## src/rtl/sort_pkg.sv

```systemverilog
// sort_pkg: shared state encoding and timing constants for the sort controller
package sort_pkg;
    typedef enum logic [2:0] {IDLE, LOAD, SORT_START, SORT_WAIT, UNLOAD} state_t;
    localparam int DONE_BLANK = 2;
endpackage

```

## src/rtl/sort_ctrl_if.sv

```systemverilog
// sort_ctrl_if: Avalon-ST style word stream with packet delimiters
interface sort_ctrl_if #(parameter int DWIDTH = 10);
    logic [DWIDTH-1:0] data;
    logic              sop;
    logic              eop;
    logic              valid;
    logic              ready;
    modport master (output data, sop, eop, valid, input ready);
    modport slave  (input data, sop, eop, valid, output ready);
endinterface

```

## src/rtl/sort_out_skid.sv

```systemverilog
// sort_out_skid: two-entry output FIFO holding sorted words with their packet tags
module sort_out_skid #(parameter int W = 12) (
    input  logic         clk_i,
    input  logic         rst_ni,
    input  logic [W-1:0] i_data,
    input  logic         i_push,
    input  logic         i_pop,
    output logic [W-1:0] o_data,
    output logic         o_valid,
    output logic [1:0]   o_count
);
    logic [W-1:0] r_mem [2];
    logic         r_wp;
    logic         r_rp;
    logic [1:0]   r_cnt;
    always_ff @(posedge clk_i or negedge rst_ni) begin
        if (!rst_ni) begin
            r_mem[0] <= '0;
            r_mem[1] <= '0;
            r_wp     <= 1'b0;
            r_rp     <= 1'b0;
            r_cnt    <= 2'd0;
        end else begin
            if (i_push) r_mem[r_wp] <= i_data;
            r_wp  <= r_wp ^ i_push;
            r_rp  <= r_rp ^ i_pop;
            r_cnt <= r_cnt + {1'b0, i_push} - {1'b0, i_pop};
        end
    end
    assign o_data  = r_mem[r_rp];
    assign o_valid = r_cnt != 2'd0;
    assign o_count = r_cnt;
endmodule

```

## src/rtl/sort_ctrl.sv

```systemverilog
// sort_ctrl: loads a packet into the shared RAM, kicks the sorter, then streams the sorted words out
module sort_ctrl import sort_pkg::*; #(
    parameter int DWIDTH  = 10,
    parameter int ADDR_SZ = 10
) (
    input  logic               clk_i,
    input  logic               rst_ni,
    sort_ctrl_if.slave         snk,
    sort_ctrl_if.master        src,
    input  logic [ADDR_SZ-1:0] srt_address_a_i,
    input  logic [ADDR_SZ-1:0] srt_address_b_i,
    input  logic [DWIDTH-1:0]  srt_data_a_i,
    input  logic [DWIDTH-1:0]  srt_data_b_i,
    input  logic               srt_wren_a_i,
    input  logic               srt_wren_b_i,
    output logic [DWIDTH-1:0]  srt_q_a_o,
    output logic [DWIDTH-1:0]  srt_q_b_o,
    output logic               srt_sorting_o,
    output logic [ADDR_SZ-1:0] srt_max_counter_o,
    input  logic               srt_done_i,
    output logic [ADDR_SZ-1:0] ram_address_a_o,
    output logic [ADDR_SZ-1:0] ram_address_b_o,
    output logic [DWIDTH-1:0]  ram_data_a_o,
    output logic [DWIDTH-1:0]  ram_data_b_o,
    output logic               ram_wren_a_o,
    output logic               ram_wren_b_o,
    input  logic [DWIDTH-1:0]  ram_q_a_i,
    input  logic [DWIDTH-1:0]  ram_q_b_i,
    output logic               overflow_o
);
    localparam int CW = ADDR_SZ + 1;
    localparam logic [CW-1:0] MAX_LEN = {1'b1, {ADDR_SZ{1'b0}}};
    state_t              r_state;
    logic [CW-1:0]       r_wr_cnt, r_n, r_rd_cnt, r_push_cnt;
    logic                r_wren, r_sorting, r_ovf, r_q_vld, r_pend, r_have;
    logic [ADDR_SZ-1:0]  r_waddr, r_max;
    logic [DWIDTH-1:0]   r_wdata, r_hold;
    logic [1:0]          r_blank;
    logic                w_sw, w_acc, w_fit, w_wr, w_n2, w_pop, w_rd, w_push, w_valid;
    logic [CW-1:0]       w_base, w_n;
    logic [DWIDTH-1:0]   w_lo, w_hi, w_pdata;
    logic [DWIDTH+1:0]   w_out;
    logic [1:0]          w_cnt;
    assign snk.ready = (r_state == IDLE) | (r_state == LOAD);
    assign w_acc     = snk.valid & snk.ready & (snk.sop | (r_state == LOAD));
    assign w_base    = snk.sop ? '0 : r_wr_cnt;
    assign w_fit     = w_base < MAX_LEN;
    assign w_wr      = w_acc & w_fit;
    assign w_n       = w_wr ? w_base + CW'(1) : w_base;
    assign w_n2      = r_n == CW'(2);
    assign w_pop     = w_valid & src.ready;
    // a read may be issued when its data will find a free slot, crediting this cycle's pop
    assign w_rd      = (r_state == UNLOAD) & !r_wren & (r_rd_cnt < r_n) &
                       (({1'b0, w_cnt} + {2'b0, r_q_vld}) < (3'd2 + {2'b0, w_pop}));
    assign w_lo      = (r_hold < ram_q_a_i) ? r_hold : ram_q_a_i;
    assign w_hi      = (r_hold < ram_q_a_i) ? ram_q_a_i : r_hold;
    assign w_push    = r_pend | (r_q_vld & !(w_n2 & !r_have));
    assign w_pdata   = r_pend ? r_hold : (w_n2 ? w_lo : ram_q_a_i);
    sort_out_skid #(.W(DWIDTH + 2)) u_skid (
        .clk_i   (clk_i),
        .rst_ni  (rst_ni),
        .i_data  ({r_push_cnt == r_n - CW'(1), r_push_cnt == '0, w_pdata}),
        .i_push  (w_push),
        .i_pop   (w_pop),
        .o_data  (w_out),
        .o_valid (w_valid),
        .o_count (w_cnt)
    );
    assign src.data  = w_out[DWIDTH-1:0];
    assign src.sop   = w_valid & w_out[DWIDTH];
    assign src.eop   = w_valid & w_out[DWIDTH+1];
    assign src.valid = w_valid;
    assign w_sw            = r_state == SORT_WAIT;
    assign ram_address_a_o = w_sw ? srt_address_a_i : (r_wren ? r_waddr : r_rd_cnt[ADDR_SZ-1:0]);
    assign ram_data_a_o    = w_sw ? srt_data_a_i : r_wdata;
    assign ram_wren_a_o    = w_sw ? srt_wren_a_i : r_wren;
    assign ram_address_b_o = w_sw ? srt_address_b_i : '0;
    assign ram_data_b_o    = w_sw ? srt_data_b_i : '0;
    assign ram_wren_b_o    = w_sw & srt_wren_b_i;
    assign srt_q_a_o         = ram_q_a_i;
    assign srt_q_b_o         = ram_q_b_i;
    assign srt_sorting_o     = r_sorting;
    assign srt_max_counter_o = r_max;
    assign overflow_o        = r_ovf;
    always_ff @(posedge clk_i or negedge rst_ni) begin
        if (!rst_ni) begin
            r_state    <= IDLE;
            r_wr_cnt   <= '0;
            r_n        <= '0;
            r_rd_cnt   <= '0;
            r_push_cnt <= '0;
            r_wren     <= 1'b0;
            r_waddr    <= '0;
            r_wdata    <= '0;
            r_sorting  <= 1'b0;
            r_max      <= '0;
            r_blank    <= 2'd0;
            r_ovf      <= 1'b0;
            r_q_vld    <= 1'b0;
            r_pend     <= 1'b0;
            r_have     <= 1'b0;
            r_hold     <= '0;
        end else begin
            r_wren    <= w_wr;
            r_waddr   <= w_base[ADDR_SZ-1:0];
            r_wdata   <= snk.data;
            r_sorting <= 1'b0;
            r_q_vld   <= w_rd;
            r_pend    <= 1'b0;
            if (w_rd) r_rd_cnt <= r_rd_cnt + CW'(1);
            if (w_push) r_push_cnt <= r_push_cnt + CW'(1);
            // two-word packets: hold the first word, emit min then max
            if (r_q_vld & w_n2) begin
                r_have <= 1'b1;
                r_hold <= r_have ? w_hi : ram_q_a_i;
                r_pend <= r_have;
            end
            case (r_state)
                IDLE, LOAD: if (w_acc) begin
                    r_wr_cnt <= w_n;
                    r_ovf    <= !w_fit | (r_ovf & !snk.sop);
                    r_state  <= LOAD;
                    if (snk.eop) begin
                        r_n        <= w_n;
                        r_rd_cnt   <= '0;
                        r_push_cnt <= '0;
                        r_have     <= 1'b0;
                        r_max      <= ADDR_SZ'(w_n - CW'(1));
                        r_sorting  <= w_n >= CW'(3);
                        r_blank    <= 2'(DONE_BLANK);
                        r_state    <= (w_n >= CW'(3)) ? SORT_START : UNLOAD;
                    end
                end
                SORT_START: r_state <= SORT_WAIT;
                SORT_WAIT: if (r_blank != 2'd0) r_blank <= r_blank - 2'd1;
                           else if (srt_done_i) r_state <= UNLOAD;
                UNLOAD: if (w_pop & src.eop) r_state <= IDLE;
                default: r_state <= IDLE;
            endcase
        end
    end
endmodule

```

## src/flat_wrapper.sv

```systemverilog
// flat-port wrapper written by rule: the top's interface ports become plain ports
module sort_ctrl_flat import sort_pkg::*;
#(
    parameter int DWIDTH  = 10,
    parameter int ADDR_SZ = 10
)
  (clk_i, rst_ni, srt_address_a_i, srt_address_b_i, srt_data_a_i, srt_data_b_i, srt_wren_a_i, srt_wren_b_i, srt_q_a_o, srt_q_b_o, srt_sorting_o, srt_max_counter_o, srt_done_i, ram_address_a_o, ram_address_b_o, ram_data_a_o, ram_data_b_o, ram_wren_a_o, ram_wren_b_o, ram_q_a_i, ram_q_b_i, overflow_o, snk_data, snk_sop, snk_eop, snk_valid, snk_ready, src_data, src_sop, src_eop, src_valid, src_ready);
  sort_ctrl_if #(.DWIDTH(DWIDTH)) snk_i ();
  sort_ctrl_if #(.DWIDTH(DWIDTH)) src_i ();
  input  logic clk_i;
  input  logic rst_ni;
  input  logic [ADDR_SZ-1:0] srt_address_a_i;
  input  logic [ADDR_SZ-1:0] srt_address_b_i;
  input  logic [DWIDTH-1:0] srt_data_a_i;
  input  logic [DWIDTH-1:0] srt_data_b_i;
  input  logic srt_wren_a_i;
  input  logic srt_wren_b_i;
  output logic [DWIDTH-1:0] srt_q_a_o;
  output logic [DWIDTH-1:0] srt_q_b_o;
  output logic srt_sorting_o;
  output logic [ADDR_SZ-1:0] srt_max_counter_o;
  input  logic srt_done_i;
  output logic [ADDR_SZ-1:0] ram_address_a_o;
  output logic [ADDR_SZ-1:0] ram_address_b_o;
  output logic [DWIDTH-1:0] ram_data_a_o;
  output logic [DWIDTH-1:0] ram_data_b_o;
  output logic ram_wren_a_o;
  output logic ram_wren_b_o;
  input  logic [DWIDTH-1:0] ram_q_a_i;
  input  logic [DWIDTH-1:0] ram_q_b_i;
  output logic overflow_o;
  input wire logic [$bits(snk_i.data)-1:0] snk_data;
  input wire logic [$bits(snk_i.sop)-1:0] snk_sop;
  input wire logic [$bits(snk_i.eop)-1:0] snk_eop;
  input wire logic [$bits(snk_i.valid)-1:0] snk_valid;
  output wire logic [$bits(snk_i.ready)-1:0] snk_ready;
  output wire logic [$bits(src_i.data)-1:0] src_data;
  output wire logic [$bits(src_i.sop)-1:0] src_sop;
  output wire logic [$bits(src_i.eop)-1:0] src_eop;
  output wire logic [$bits(src_i.valid)-1:0] src_valid;
  input wire logic [$bits(src_i.ready)-1:0] src_ready;
  assign snk_i.data = snk_data;
  assign snk_i.sop = snk_sop;
  assign snk_i.eop = snk_eop;
  assign snk_i.valid = snk_valid;
  assign snk_ready = snk_i.ready;
  assign src_data = src_i.data;
  assign src_sop = src_i.sop;
  assign src_eop = src_i.eop;
  assign src_valid = src_i.valid;
  assign src_i.ready = src_ready;
  sort_ctrl #(.DWIDTH(DWIDTH), .ADDR_SZ(ADDR_SZ)) u_core (.clk_i(clk_i), .rst_ni(rst_ni), .snk(snk_i), .src(src_i), .srt_address_a_i(srt_address_a_i), .srt_address_b_i(srt_address_b_i), .srt_data_a_i(srt_data_a_i), .srt_data_b_i(srt_data_b_i), .srt_wren_a_i(srt_wren_a_i), .srt_wren_b_i(srt_wren_b_i), .srt_q_a_o(srt_q_a_o), .srt_q_b_o(srt_q_b_o), .srt_sorting_o(srt_sorting_o), .srt_max_counter_o(srt_max_counter_o), .srt_done_i(srt_done_i), .ram_address_a_o(ram_address_a_o), .ram_address_b_o(ram_address_b_o), .ram_data_a_o(ram_data_a_o), .ram_data_b_o(ram_data_b_o), .ram_wren_a_o(ram_wren_a_o), .ram_wren_b_o(ram_wren_b_o), .ram_q_a_i(ram_q_a_i), .ram_q_b_i(ram_q_b_i), .overflow_o(overflow_o));
endmodule
```

## config.mk

```make
export PLATFORM = sky130hd
export DESIGN_NAME = sort_ctrl_flat
export DESIGN_NICKNAME = d
export VERILOG_FILES = /design/src/rtl/sort_pkg.sv /design/src/rtl/sort_ctrl_if.sv /design/src/rtl/sort_out_skid.sv /design/src/rtl/sort_ctrl.sv /design/src/flat_wrapper.sv
export SDC_FILE = /design/constraint.sdc
export NUM_CORES = 1
export LEC_CHECK = 0
export ABC_AREA = 1
export CORE_MARGIN = 2
export CORE_UTILIZATION = 52
export CTS_CLUSTER_SIZE = 16
export DETAILED_ROUTE_END_ITERATION = 7
export GPL_TIMING_DRIVEN = 0
export PLACE_DENSITY_LB_ADDON = 0.12
export SYNTH_ARGS = -nofsm -noshare
export SYNTH_HDL_FRONTEND = slang
export SYNTH_SLANG_ARGS = --single-unit
export TNS_END_PERCENT = 30
```

## constraint.sdc

```tcl
create_clock -name clk_i -period 2.6 [get_ports clk_i]
set_input_delay 0.39 -clock clk_i [delete_from_list [all_inputs] [get_ports clk_i]]
set_output_delay 0.39 -clock clk_i [all_outputs]
set_load 0.05 [all_outputs]
```

==> key figures, run 1 <==
Yosys
  • Post-Synthesis Cells: 1025
  • Sequential area share after synthesis: 40.80%
  • Largest cells by area after synthesis: dfrtp_1, nand2_1, inv_1
  • Synth unique cells: 43
  • Fraction of registers with async set/reset: 100.0%
  • YS warnings: 0
  • Syn_nets: between 1000 and 1500
  • Synthesized flop and latch total: 123
  • Syn Std Cell Area: around 0.0075 mm²
  • Area fraction of the dominant cell type after synthesis: 40.80%
  • Synth Flop Type: dfrtp_1
  • Top-count cell post-synth: nand2_1
  • Mean Syn Cell Area: 7.359 µm²
  • Post-synth EDFFs: 0
  • Area leader, netlist: dfrtp_1
  • Synth cell count leaders: nand2_1, inv_1, dfrtp_1

GRT
  • Vias in the first global route: roughly 6900
  • Total track usage: 26.46%
  • Gr ovfl total: 0
  • Initial antenna violation count: 0
  • First-pass GRT wire length: 33.29 mm
  • Largest net degree at the start of global routing: between 90 and 100

Placement
  • Gpl congestion: about 0.94
  • Place WS: -0.2619 ns
  • DP HPWL: 14.99 mm
  • PortBufs: 156
  • Placed cells: 1366

STA
  • Rel. slew slack: 64.43%
  • RSZ-0062 raised after global routing: true
  • Worst-margin pin slew: about 0.53 ns
  • Min Tclk post-route: 2.486 ns
  • Max Clk Rate: 402.2 MHz
  • Max-slew violations: 0
  • Final-report hold violation count: 0
  • Final worst slack: roughly 0.11 ns
  • WHS: 0.4101 ns
  • Final period utilization: 95.63%
  • Clock Skew: 0.006558 ns
  • Endpoints failing setup: 0

Floorplan
  • Core ar.: 0.01437 mm²
  • I/O pins: 167
  • Die W: ~120 µm
  • Die Area: 0.01549 mm²
  • Die H: between 100 and 150 µm
  • Initial Utilization: 52.50%
  • Rows: 44

Setup path
  • Req. time, crit path: 2.21 ns
  • CP Class: reg2out
  • CP Cell Sequence: inv_1 > nor3_4 > inv_2 > clkbuf_1 > nor2_1 > clkdlybuf4s15_2
  • Startpoint types: flip-flop
  • Critical Path Max Stage Delay: 0.40 ns
  • R2R Path End: u_core.u_skid.r_mem[22]$_DFFE_PN0P_
  • Worst path arrival time: 2.10 ns
  • Critical path buffer and inverter count: 4
  • Worst-path maximum fanout: 10
  • Worst r2r path cells: 12
  • Cell family with most CP delay: buffers and inverters
  • Slowest CP cell: dfrtp_1
  • CP endpoint kind: output pin
  • R2R Path Start: u_core.r_n[0]$_DFFE_PN0P_
  • Reg2reg setup slack: 0.23 ns
  • Crit. path cell count: 6

Detailed routing
  • Routed wire per std cell: 14.23 µm
  • Final ANT Viol Nets: 0
  • Drt initial violations: around 400
  • Final WL: 19.88 mm
  • Via count: 7194
  • DRT Pass-1 Iters: 6
  • DRC Markers: 0
  • Drt via density: ~5

Final layout
  • Area of the multi-input gates: 0.003674 mm²
  • Proportion of layout cells with a drive suffix above 1: 11.87%
  • Number of fillers in the final layout: about 1200
  • Fin cells: 1397
  • Seq. cell area: 0.003078 mm²
  • N_diodes: 0
  • NumNets Final: roughly 1300
  • Area Growth Syn to Fin: 32.24%

Run status
  • Status: finished, final reports clean

CTS
  • CTS tree: yes
  • Clk_lat worst skew: 0.42 ns
  • Htree depth: 4
  • Cts bufs inserted: 17
  • Clock root cell: clkbuf_16
  • Clock Sink Count: 123
  • Clk buf depth: 2
  • CTS clk-pin slew, worst paths: ~0.050 ns

Pwr
  • Worst vdd ir: ~0.66 mV
  • Static Leak: between 5 and 6 nW
  • P per Cell Area: between 1000 and 1500 mW/mm²
  • Overall power: 10.77 mW

Run
  • Maximum capacitance violations: 0

Min path
  • Worst Hold Class: in2async
## how the worst max path moves through the flow
stage                                              from                                 endpoint  slack [ns]
after detailed placement                        snk_sop  u_core.srt_max_counter_o[8]$_DFFE_PN0P_       -0.26
after CTS                 u_core.r_state[1]$_DFFE_PN0P_                          ram_data_b_o[2]       -0.09
final                     u_core.r_state[1]$_DFFE_PN0P_                          ram_data_b_o[1]        0.11
after global routing      u_core.r_state[1]$_DFFE_PN0P_                          ram_data_b_o[3]       0.003
after global placement                           rst_ni           u_core.r_push_cnt[3]$_DFF_PN0_       -3.66
after floorplan           u_core.r_state[1]$_DFFE_PN0P_                       ram_address_a_o[0]        0.36
## power breakdown
group / internal [mW] / switching (mW)
logic: 1.74 / 3.76
registers: 2.47 / 0.465
clock network: 1.52 / 0.815
## cell usage in the layout, fill, tap and decap left out, types with 9 or more instances in the layout
cell type,synthesis,layout
nor2_1,99,97
o21ai_0,44,44
clkdlybuf4s50_1,0,102
clkbuf_1,26,22
nor2_2,7,9
nor3_1,15,14
nand3_1,73,73
nand4_1,26,26
xor2_1,22,22
a21oi_1,24,24
nand2_1,289,289
buf_2,5,15
ha_1,34,33
clkdlybuf4s15_2,0,29
buf_4,20,20
inv_1,131,129
dlygate4sd2_1,0,11
clkbuf_16,0,17
dfrtp_1,123,123
a31oi_1,15,15
## worst reg2reg max path, stage by stage (launching register included)
cell        delay, ns
dfrtp_1          0.44
inv_2            0.10
ha_1             0.22
nand3_1          0.15
nor3_4           0.06
nand2_1          0.06
nand2_1          0.06
nand2_2          0.14
clkbuf_4         0.27
ha_2             0.30
clkinvlp_2       0.26
nand2_1          0.12
o21ai_0          0.08
## cells by family (layout without fill, tap and decap cells)
| family | after synthesis | count (layout) | synth area share [%] |
|---|---|---|---|
| adder cells (fa/ha/maj) | 34 | 34 | 5.639 |
| flip-flops | 123 | 123 | 40.80 |
| XOR/XNOR | 31 | 31 | 3.699 |
| AO/OA/AOI/OAI | 112 | 112 | 8.608 |
| AND/OR/NAND/NOR | 533 | 533 | 30.42 |
| buffers and inverters | 192 | 380 | 10.83 |
## timing repair
action                                  4_1_cts  5_1_grt
cloned                                        0        1
hold buffers                                  1        0
setup buffers                                 0        0
endpoints found under the hold margin        30        0
pin swaps                                     0        0
resized for setup                           149       38
endpoints found under the setup margin       72       72
## layer usage
layer / vias to the layer above / track usage (%) / wire length, µm
met5: - / 0 / 0
met3: 52 / 5.326 / 1016
met4: 0 / 10.91 / 671
met2: 219 / 43.88 / 9535
met1: 3301 / 33.95 / 8654
li1: 3622 / - / -
## area by class of cell
class | count | area share, %
timing repair buffer | 158 | 15.74
multi-input combinational | 710 | 36.82
sequential | 123 | 30.85
timing repair inverter | 1 | 0.05017
buffer | 56 | 3.186
tap | 184 | 2.308
clock inverter | 6 | 0.8654
clock buffer | 24 | 5.029
inverter | 135 | 5.142
## metrics by stage
step	utilization [%]	area [µm²]	setup TNS [ns]
after floorplan	-	7543	0
after global placement	64.97	9335	-451.39
after detailed placement	65.17	9364	-2.870
after CTS	69.49	9985	-0.08619
after global routing	69.43	9976	0
final	69.43	9976	0
## registers in the layout (all words and copies together) (netlist names)
register	cells
u_core.u_skid.o_count	2
u_core.srt_max_counter_o	10
u_core.r_wren	1
u_core.overflow_o	1
u_core.r_n	11
u_core.r_push_cnt	11
u_core.r_blank	2
u_core.r_q_vld	1
u_core.r_state	3
u_core.r_pend	1
u_core.r_rd_cnt	11
u_core.srt_sorting_o	1
u_core.r_waddr	10
u_core.r_wr_cnt	11
u_core.r_wdata	10
u_core.u_skid.r_rp	1
u_core.u_skid.r_wp	1
u_core.r_have	1
u_core.r_hold	10
u_core.u_skid.r_mem	24
(Power assumes the default switching activity.)
==> run 2: changes to the inputs <==
--- a/config.mk
+++ b/config.mk
@@ -12,6 +12,8 @@
 export DETAILED_ROUTE_END_ITERATION = 7
 export GPL_TIMING_DRIVEN = 0
 export PLACE_DENSITY_LB_ADDON = 0.12
+export SETUP_SLACK_MARGIN = 0.1
+export SLEW_MARGIN = 20
 export SYNTH_ARGS = -nofsm -noshare
 export SYNTH_HDL_FRONTEND = slang
 export SYNTH_SLANG_ARGS = --single-unit
==> key figures, run 2 (synthesis results as in run 1) <==
Run status
  • Status: finished, final reports clean

STA
  • Final-report hold violation count: 0
  • Endpoints failing setup: 0
  • Max-slew violations: 0
  • Max Clk Rate: 414.2 MHz
  • Setup TNS: 0 ns
  • Clock Skew: between 0.009 and 0.01 ns
  • Final period utilization: between 90 and 100%
  • Worst-margin pin slew: around 0.6 ns
  • Min Tclk post-route: between 2 and 2.5 ns
  • Rel. slew slack: 60.07%
  • RSZ-0062 raised after global routing: true
  • Final worst slack: around 0.19 ns

Placement
  • Place WS: -0.2636 ns
  • PortBufs: 156
  • DP HPWL: 15.05 mm
  • Gpl congestion: 0.9359

Detailed routing
  • DRT Pass-1 Iters: 5
  • DRC Markers: 0
  • Routed wire per std cell: 14.24 µm
  • Drt via density: 5.127
  • Drt initial violations: 485
  • Via count: roughly 7200
  • Final ANT Viol Nets: 0
  • Final WL: 19.91 mm

CTS
  • Clk buf depth: 2
  • Clk_lat worst skew: 0.42 ns
  • Cts bufs inserted: 17
  • Clock root cell: clkbuf_16
  • CTS clk-pin slew, worst paths: about 0.05 ns
  • CTS tree: yes
  • Clock Sink Count: around 120
  • Htree depth: 4

Floorplan
  • Rows: 44
  • Die Area: between 0.015 and 0.02 mm²
  • I/O pins: 167
  • Core ar.: between 0.01 and 0.015 mm²
  • Initial Utilization: 52.50%
  • Die W: 124.4 µm
  • Die H: roughly 120 µm

Setup path
  • Req. time, crit path: 2.21 ns
  • Worst path arrival time: 2.02 ns
  • Worst-path maximum fanout: 7
  • CP endpoint kind: output pin
  • Startpoint types: flip-flop
  • Critical Path Max Stage Delay: roughly 0.86 ns
  • CP Cell Sequence: nor2_4 > clkdlybuf4s50_1
  • CP Class: reg2out
  • Slowest CP cell: clkdlybuf4s50_1

Pwr
  • P per Cell Area: 1068 mW/mm²
  • Worst vdd ir: between 0.8 and 0.9 mV
  • Static Leak: just over 5 nW

GRT
  • Total track usage: 26.77%
  • Gr ovfl total: 0
  • M1 GR Usage: 34.42%
  • Initial antenna violation count: 0
  • Largest net degree at the start of global routing: 64
  • First-pass GRT wire length: 33.84 mm
  • Layer carrying the most global-route usage: met2
  • Vias in the first global route: 7020
  • Global Route met2 Usage: ~45%
  • Met3 Use GR: 5.842%

Final layout
  • NumNets Final: 1318
  • Largest register FFs: 24
  • Most common cell after layout, fill and taps aside: nand2_1
  • Proportion of layout cells with a drive suffix above 1: 11.70%
  • Most frequent cells in the layout: nand2_1, inv_1, dfrtp_1
  • N_diodes: 0
  • Area Growth Syn to Fin: 29.52%
  • Final Util: approximately two thirds
  • Biggest register: u_core.u_skid.r_mem

Min path
  • Worst Hold Class: in2reg

Run
  • Maximum capacitance violations: 0
[run 2: cell types whose count changed in the layout (fill, tap and decap cells not counted), moves of 2 or more]
cell,delta
buf_4,+5
clkbuf_8,-3
bufinv_16,-2
clkinvlp_4,-2
clkbuf_4,+6
buf_2,+19
clkinv_2,+2
clkdlybuf4s15_2,-22
[run 2: critical path, delay by kind of cell (launching register included)]
kind / cells / cell delay, ns
AND/OR/NAND/NOR: 1 / 0.29
flip-flops: 1 / 0.46
buffers and inverters: 1 / 0.86
[run 2: timing repair]
item	4_1_cts	5_1_grt
resized for setup	208	39
buffers inserted	0	3
hold buffers	1	0
endpoints found under the hold margin	62	0
endpoints found under the setup margin	72	88
pin swaps	0	1
[run 2: worst paths after layout]
path / slack, ns / cells past startpoint / endpoint / from
hold / removal: 0.40 / 1 / u_core.r_wdata[0]$_DFF_PN0_ / snk_data[0]
min in group asynchronous: 0.51 / 2 / u_core.r_wdata[6]$_DFF_PN0_ / rst_ni
setup reg to reg: 0.30 / 12 / u_core.u_skid.r_mem[18]$_DFFE_PN0P_ / u_core.r_n[0]$_DFFE_PN0P_
hold reg to reg: 0.48 / 2 / u_core.u_skid.r_mem[1]$_DFFE_PN0P_ / u_core.u_skid.r_mem[1]$_DFFE_PN0P_
setup / recovery: 0.19 / 2 / snk_ready / u_core.r_state[2]$_DFFE_PN0P_
max in group asynchronous: 1.38 / 3 / u_core.r_n[9]$_DFFE_PN0P_ / rst_ni
[run 2: final cells by class]
type,count,area (µm²)
Tap cell,184,230.2
Inverter,135,509.2
Multi-Input combinational cell,710,3662
Clock buffer,24,471.7
Buffer,57,331.6
Clock inverter,4,20.02
Fill cell,1256,4598
Sequential cell,123,3078
Timing Repair Buffer,161,1468
[run 2: per-stage QoR]
step           instances  power [mW]  area [µm²]  hold WS (ns)
2_1_floorplan       1025       6.869        7543       0.09441
3_3_place_gp        1365       8.470        9335        0.4598
3_5_place_dp        1366       8.568        9364        0.4098
4_1_cts             1395       10.42        9733        0.3999
5_1_grt             1398       11.18        9771        0.3954
6_report            1398       10.44        9771        0.4045
[run 2: power by group]
part           internal (mW)  switching (mW)  leakage [nW]
combinational           1.72            3.75          3.24
sequential              2.47           0.471          1.58
clock                   1.24           0.791         0.245
[run 2: routing by layer]
metal  routed length [µm]  share of wire [%]
met1                 9007                 45
met2                 9593                 48
met3                  847                4.3
met4                  457                2.3
met5                    0                  0
